### src/rtl/systolic_weight_loader.sv
// systolic_weight_loader: streams weight row-vectors down the north edge of a
// WxW systolic array. Each accepted row is tagged with its target PE row index
// and an accept-weight strobe. Unused rows can be zero-filled. A done pulse is
// raised once the last strobe has reached the bottom PE row.
module systolic_weight_loader #(
    parameter int SYSTOLIC_ARRAY_WIDTH = 16,
    parameter int DATA_WIDTH_IN        = 8,
    localparam int W    = SYSTOLIC_ARRAY_WIDTH,
    localparam int DW   = DATA_WIDTH_IN,
    localparam int IDXW = $clog2(SYSTOLIC_ARRAY_WIDTH),
    localparam int CNTW = $clog2(SYSTOLIC_ARRAY_WIDTH) + 1
) (
    input  logic                clk,
    input  logic                rst_n,
    input  logic                wl_start,
    input  logic [CNTW-1:0]     wl_num_rows,
    input  logic                wl_zero_fill,
    // Row handshake: a row-vector transfers in every cycle where both
    // wl_row_valid and wl_row_ready are high at the rising clock edge.
    // wl_row_ready depends only on state, never on wl_row_valid, and a
    // producer may hold or drop valid freely.
    input  logic                wl_row_valid,
    output logic                wl_row_ready,
    input  logic [W*DW-1:0]     wl_row_data,
    output logic [W*DW-1:0]     wl_weight_out,
    output logic [W*IDXW-1:0]   wl_index_out,
    output logic [W-1:0]        wl_accept_w_out,
    output logic                wl_busy,
    output logic                wl_done,
    output logic [2:0]          wl_state_dbg
);

    typedef enum logic [2:0] {
        ST_IDLE  = 3'd0,
        ST_LOAD  = 3'd1,
        ST_FILL  = 3'd2,
        ST_DRAIN = 3'd3,
        ST_DONE  = 3'd4
    } state_t;

    localparam logic [CNTW-1:0] ROWS_MAX   = CNTW'(W);
    localparam logic [CNTW-1:0] LAST_ROW   = CNTW'(W - 1);
    // DRAIN lasts W-1 cycles: counter runs 0..W-2.
    localparam logic [IDXW-1:0] DRAIN_LAST = IDXW'(W - 2);

    state_t            state_q, state_d;
    logic [CNTW-1:0]   num_rows_q, num_rows_d;
    logic              zero_fill_q, zero_fill_d;
    logic [CNTW-1:0]   row_cnt_q, row_cnt_d;
    logic [IDXW-1:0]   drain_cnt_q, drain_cnt_d;
    logic [W*DW-1:0]   weight_q, weight_d;
    logic [IDXW-1:0]   index_q, index_d;
    logic              accept_q, accept_d;
    logic              done_q, done_d;

    logic [CNTW-1:0]   row_cnt_inc;
    logic              row_hs;

    assign row_cnt_inc = row_cnt_q + CNTW'(1);
    assign row_hs      = wl_row_valid && (state_q == ST_LOAD);

    // Next-state, counter and output-register update logic.
    always_comb begin
        state_d     = state_q;
        num_rows_d  = num_rows_q;
        zero_fill_d = zero_fill_q;
        row_cnt_d   = row_cnt_q;
        drain_cnt_d = '0;
        weight_d    = '0;
        index_d     = '0;
        accept_d    = 1'b0;
        // The done pulse is registered, so it lands one cycle after DONE.
        done_d      = (state_q == ST_DONE);

        case (state_q)
            ST_IDLE: begin
                if (wl_start) begin
                    num_rows_d  = (wl_num_rows > ROWS_MAX) ? ROWS_MAX : wl_num_rows;
                    zero_fill_d = wl_zero_fill;
                    row_cnt_d   = '0;
                    if (wl_num_rows == '0) begin
                        state_d = wl_zero_fill ? ST_FILL : ST_DONE;
                    end else begin
                        state_d = ST_LOAD;
                    end
                end
            end
            ST_LOAD: begin
                if (row_hs) begin
                    weight_d  = wl_row_data;
                    index_d   = row_cnt_q[IDXW-1:0];
                    accept_d  = 1'b1;
                    row_cnt_d = row_cnt_inc;
                    if (row_cnt_inc == num_rows_q) begin
                        state_d = (zero_fill_q && (row_cnt_inc < ROWS_MAX)) ? ST_FILL : ST_DRAIN;
                    end
                end
            end
            ST_FILL: begin
                index_d   = row_cnt_q[IDXW-1:0];
                accept_d  = 1'b1;
                row_cnt_d = row_cnt_inc;
                if (row_cnt_q == LAST_ROW) begin
                    state_d = ST_DRAIN;
                end
            end
            ST_DRAIN: begin
                if (drain_cnt_q == DRAIN_LAST) begin
                    state_d = ST_DONE;
                end else begin
                    drain_cnt_d = drain_cnt_q + IDXW'(1);
                end
            end
            ST_DONE: begin
                state_d = ST_IDLE;
            end
            default: begin
                state_d = ST_IDLE;
            end
        endcase
    end

    // State, counters and registered north-edge outputs; async reset clears all.
    always_ff @(posedge clk or negedge rst_n) begin
        if (!rst_n) begin
            state_q     <= ST_IDLE;
            num_rows_q  <= '0;
            zero_fill_q <= 1'b0;
            row_cnt_q   <= '0;
            drain_cnt_q <= '0;
            weight_q    <= '0;
            index_q     <= '0;
            accept_q    <= 1'b0;
            done_q      <= 1'b0;
        end else begin
            state_q     <= state_d;
            num_rows_q  <= num_rows_d;
            zero_fill_q <= zero_fill_d;
            row_cnt_q   <= row_cnt_d;
            drain_cnt_q <= drain_cnt_d;
            weight_q    <= weight_d;
            index_q     <= index_d;
            accept_q    <= accept_d;
            done_q      <= done_d;
        end
    end

    // Every column receives the same index and strobe; busy covers the done pulse.
    assign wl_row_ready    = (state_q == ST_LOAD);
    assign wl_busy         = (state_q != ST_IDLE) || done_q;
    assign wl_done         = done_q;
    assign wl_weight_out   = weight_q;
    assign wl_index_out    = {W{index_q}};
    assign wl_accept_w_out = {W{accept_q}};
    assign wl_state_dbg    = state_q;

endmodule

### config.mk
export PLATFORM = sky130hd
export DESIGN_NAME = systolic_weight_loader
export DESIGN_NICKNAME = d
export VERILOG_FILES = /design/src/rtl/systolic_weight_loader.sv
export SDC_FILE = /design/constraint.sdc
export NUM_CORES = 1
export LEC_CHECK = 0
export CELL_PAD_IN_SITES_DETAIL_PLACEMENT = 1
export CELL_PAD_IN_SITES_GLOBAL_PLACEMENT = 2
export CORE_MARGIN = 8
export CORE_UTILIZATION = 24
export CTS_CLUSTER_DIAMETER = 200
export DETAILED_ROUTE_END_ITERATION = 16
export GPL_TIMING_DRIVEN = 0
export HOLD_SLACK_MARGIN = 0.15
export PLACE_DENSITY_LB_ADDON = 0.1
export RECOVER_POWER = 50
export SLEW_MARGIN = 10
export SYNTH_ARGS = -nofsm -noshare
export SYNTH_HDL_FRONTEND = slang
export SYNTH_SLANG_ARGS = --single-unit
### constraint.sdc
create_clock -name clk -period 6.75 [get_ports clk]
set_clock_uncertainty 0.15 [all_clocks]
set_input_delay 1.6875 -clock clk [delete_from_list [all_inputs] [get_ports clk]]
set_output_delay 1.6875 -clock clk [all_outputs]
set_load 0.01 [all_outputs]
==> results.cfg <==
[run_status]
outcome = completed

[cts]
clk_latency_ns = 0.41
clock_sinks = 152
cts_resized = 0
hold_buffers = 0
path_clk_slew_ns = 0.07
cts_made_buffers = 17
tritoncts = built
clock-root-buffer = clkbuf_16
postCtsSetupBuffers = 0
clk_path_buf_depth = 2
htree_levels = 4

[drt]
wl_per_cell_um = 18.2
drt_pass1_iterations = 4
drtIter0Drc = 87
vias = 4484
vias_per_cell = 3.86
postRouteAntennaNets = 0
wirelength_um = 21100
route.detailed.drc = 0

[sta]
whs_ns = 0.344
rsz0062_at_grt = no
setup_tns_ns = 0
period_needed_ns = 4.11
setup_viol = 0
worst_pin_slew_ns = 0.762
fmax_ghz = 0.243
fin_ws_ns = 2.64
post-route-period-util_pct = 60.8
max-slew-margin-rel_pct = 49.2
slew_violations = 0
hold_violations = 0

[logic_synthesis]
yosys-top-cells-count = 152 x dfrtp_1, 129 x and2_1, 78 x buf_4, 14 x clkbuf_1
synth.area.top_cells = dfrtp_1 66%, and2_1 14%, buf_4 10%
synth_top_area_share_pct = 65.6
synth_nets = 594
yosysMostFrequentCell = dfrtp_1
ys_warn_count = 0
syn_avg_cell_area_um2 = 12.8
yosysUniqueCellTypes = 35
synth_top_family_by_area = simple AND/OR/NAND/NOR gates
ys_seq_elements = 152
synthAdderAreaFrac_pct = 0.863
synth_xor_xnor_area_share_pct = 1.36
ys.flop_type = dfrtp_1
synthCells = 452
async_reset_ff_share_pct = 100
ys_seq_area_share_pct = 65.6
muxShareOfSynthArea_pct = 0.777
synth-compound-area-share_pct = 2.85
netlist_area_um2 = 5800
synth_edf_count = 0
yosysTopAreaCell = dfrtp_1
yosys.area_share.simple_pct = 17.3

[grt]
grt_max_degree = 88
grt_pass1_vias = 5074
antenna_found_initial = 4
grt.total_usage_pct = 14.1
grt_pass1_wl_um = 30600
overflow = 0

[setup_path]
slowest_stage = clkdlybuf4s50_1
cp.arrival_ns = 2.27
reg2reg_from = row_cnt_q[0]
cp_top_family = buffers and inverters
startpoint_type = register
crit_fanout = 10
cp_data_required_time_ns = 4.91
r2r-end = wl_state_dbg[0]
crit_type = reg -> out
path_buf_inv = 2
rr_worst_depth = 7
rrSetupSlack_ns = 4.12
timing.critical_path.to = wl_row_ready
cp.depth = 3
startpoint = wl_state_dbg[0]
path_cells = clkbuf_1 -> nor3b_2 -> clkdlybuf4s50_1
cp-end-kind = primary output
cpPeakStageDelay_ns = 0.65

[place]
io_buffer_count = 351
place_ws_ns = 2.69
place_hpwl_um = 17100
gp_congestion = 0.729

[power]
pwr-share-comb_pct = 40.3
peakVddDrop_mv = 0.148
p_sw_mw = 1.14
p_leak_nw = 4.90
swShare_pct = 31.7
p_per_area_nw_per_um2 = 349
p_int_mw = 2.47
power.total_mw = 3.61
seqPwrFrac_pct = 33.3
p_clk_share_pct = 26.4

[final_layout]
layout.nets = 965
drive_above_1_share_pct = 14.0
area_growth_pct = 78.3

[floorplan]
die_area_um2 = 29400
row_count = 57
dieHeight_um = 171
core-area_um2 = 24000
die_w_um = 171
start_util_pct = 24.1
io_pins = 352

[job]
cap_violations = 0

[min_path]
hp-class = reg -> reg
[cell type report]
cell class,count,area [um2]
inverter,3,11.3
buffer,93,638
clock buffer,18,439
tap,324,405
multi-input combinational,204,1340
timing repair buffer,352,3550
sequential,152,3800
clock inverter,14,151
antenna,2,5.00
fill,2595,13700
[through the flow]
step | instance area (um2) | util, % | std cells
detailed placement | 9750 | 40.6 | 1128
global placement | 9720 | 40.4 | 1127
CTS | 10300 | 43.0 | 1160
finish | 10300 | 43.0 | 1162
global route | 10300 | 43.0 | 1160
floorplan | 5800 | - | 452
[worst register-to-register path, cell delays in order (launching register included)]
cell	delay (ns)
dfrtp_1	0.44
ha_1	0.28
and3_1	0.22
ha_1	0.35
xnor2_1	0.17
o41ai_2	0.34
o2111ai_1	0.25
mux2_2	0.32
[routing by layer]
metal / vias to the layer above / wire (um) / global-route usage (%)
li1: 2088 / - / -
met1: 2152 / 6830 / 13.1
met2: 214 / 11000 / 25.2
met3: 22 / 2980 / 8.93
met4: 8 / 267 / 4.31
met5: - / 52 / 0
[cell families after synthesis]
logic type	count (synthesis)
AND/OR/NAND/NOR	164
flip-flops	152
buffers and inverters	96
AO/OA/AOI/OAI	23
XOR/XNOR	9
multiplexers	4
adder cells (fa/ha/maj)	4
[registers in the layout, summed over array words and instances (netlist names), 3 cells and up]
name / flops
wl_state_dbg: 3
drain_cnt_q: 4
wl_weight_out: 128
index_q: 4
num_rows_q: 5
row_cnt_q: 5
[cell usage in the layout, fill, tap and decap left out, types with 2 or more instances in the layout]
cell               n
clkdlybuf4s50_1  269
dfrtp_1          152
and2_1           122
dlygate4sd3_1     81
buf_4             77
clkbuf_16         17
clkbuf_1          16
nor2_1             8
nand2_1            8
and2_0             7
o21ai_0            7
xnor2_1            6
inv_6              6
nor2b_1            5
mux2_2             4
nand2b_1           4
ha_1               4
clkinv_4           4
a21oi_1            3
inv_1              3
xor2_1             3
inv_8              3
diode_2            2
or4_1              2
nand3_1            2
nand3b_1           2
o31ai_1            2
[power by group through the flow]
stage,sequential [mW],combinational [mW],clock [mW]
2_1_floorplan,1.29,0.581,0
3_3_place_gp,1.22,1.51,0
3_5_place_dp,1.23,1.53,0
4_1_cts,1.21,1.54,0.992
5_1_grt,1.23,1.58,1.02
6_report,1.20,1.46,0.953
[how the worst min path moves through the flow]
stage | from | endpoint | slack (ns) | depth (start not counted)
floorplan | row_cnt_q[4] | row_cnt_q[4] | 0.30 | 2
global placement | drain_cnt_q[0] | drain_cnt_q[0] | 0.32 | 1
detailed placement | row_cnt_q[4] | row_cnt_q[4] | 0.34 | 2
CTS | drain_cnt_q[0] | drain_cnt_q[0] | 0.35 | 1
global route | row_cnt_q[4] | row_cnt_q[4] | 0.37 | 2
finish | drain_cnt_q[0] | drain_cnt_q[0] | 0.34 | 1
(Power assumes the default switching activity.)
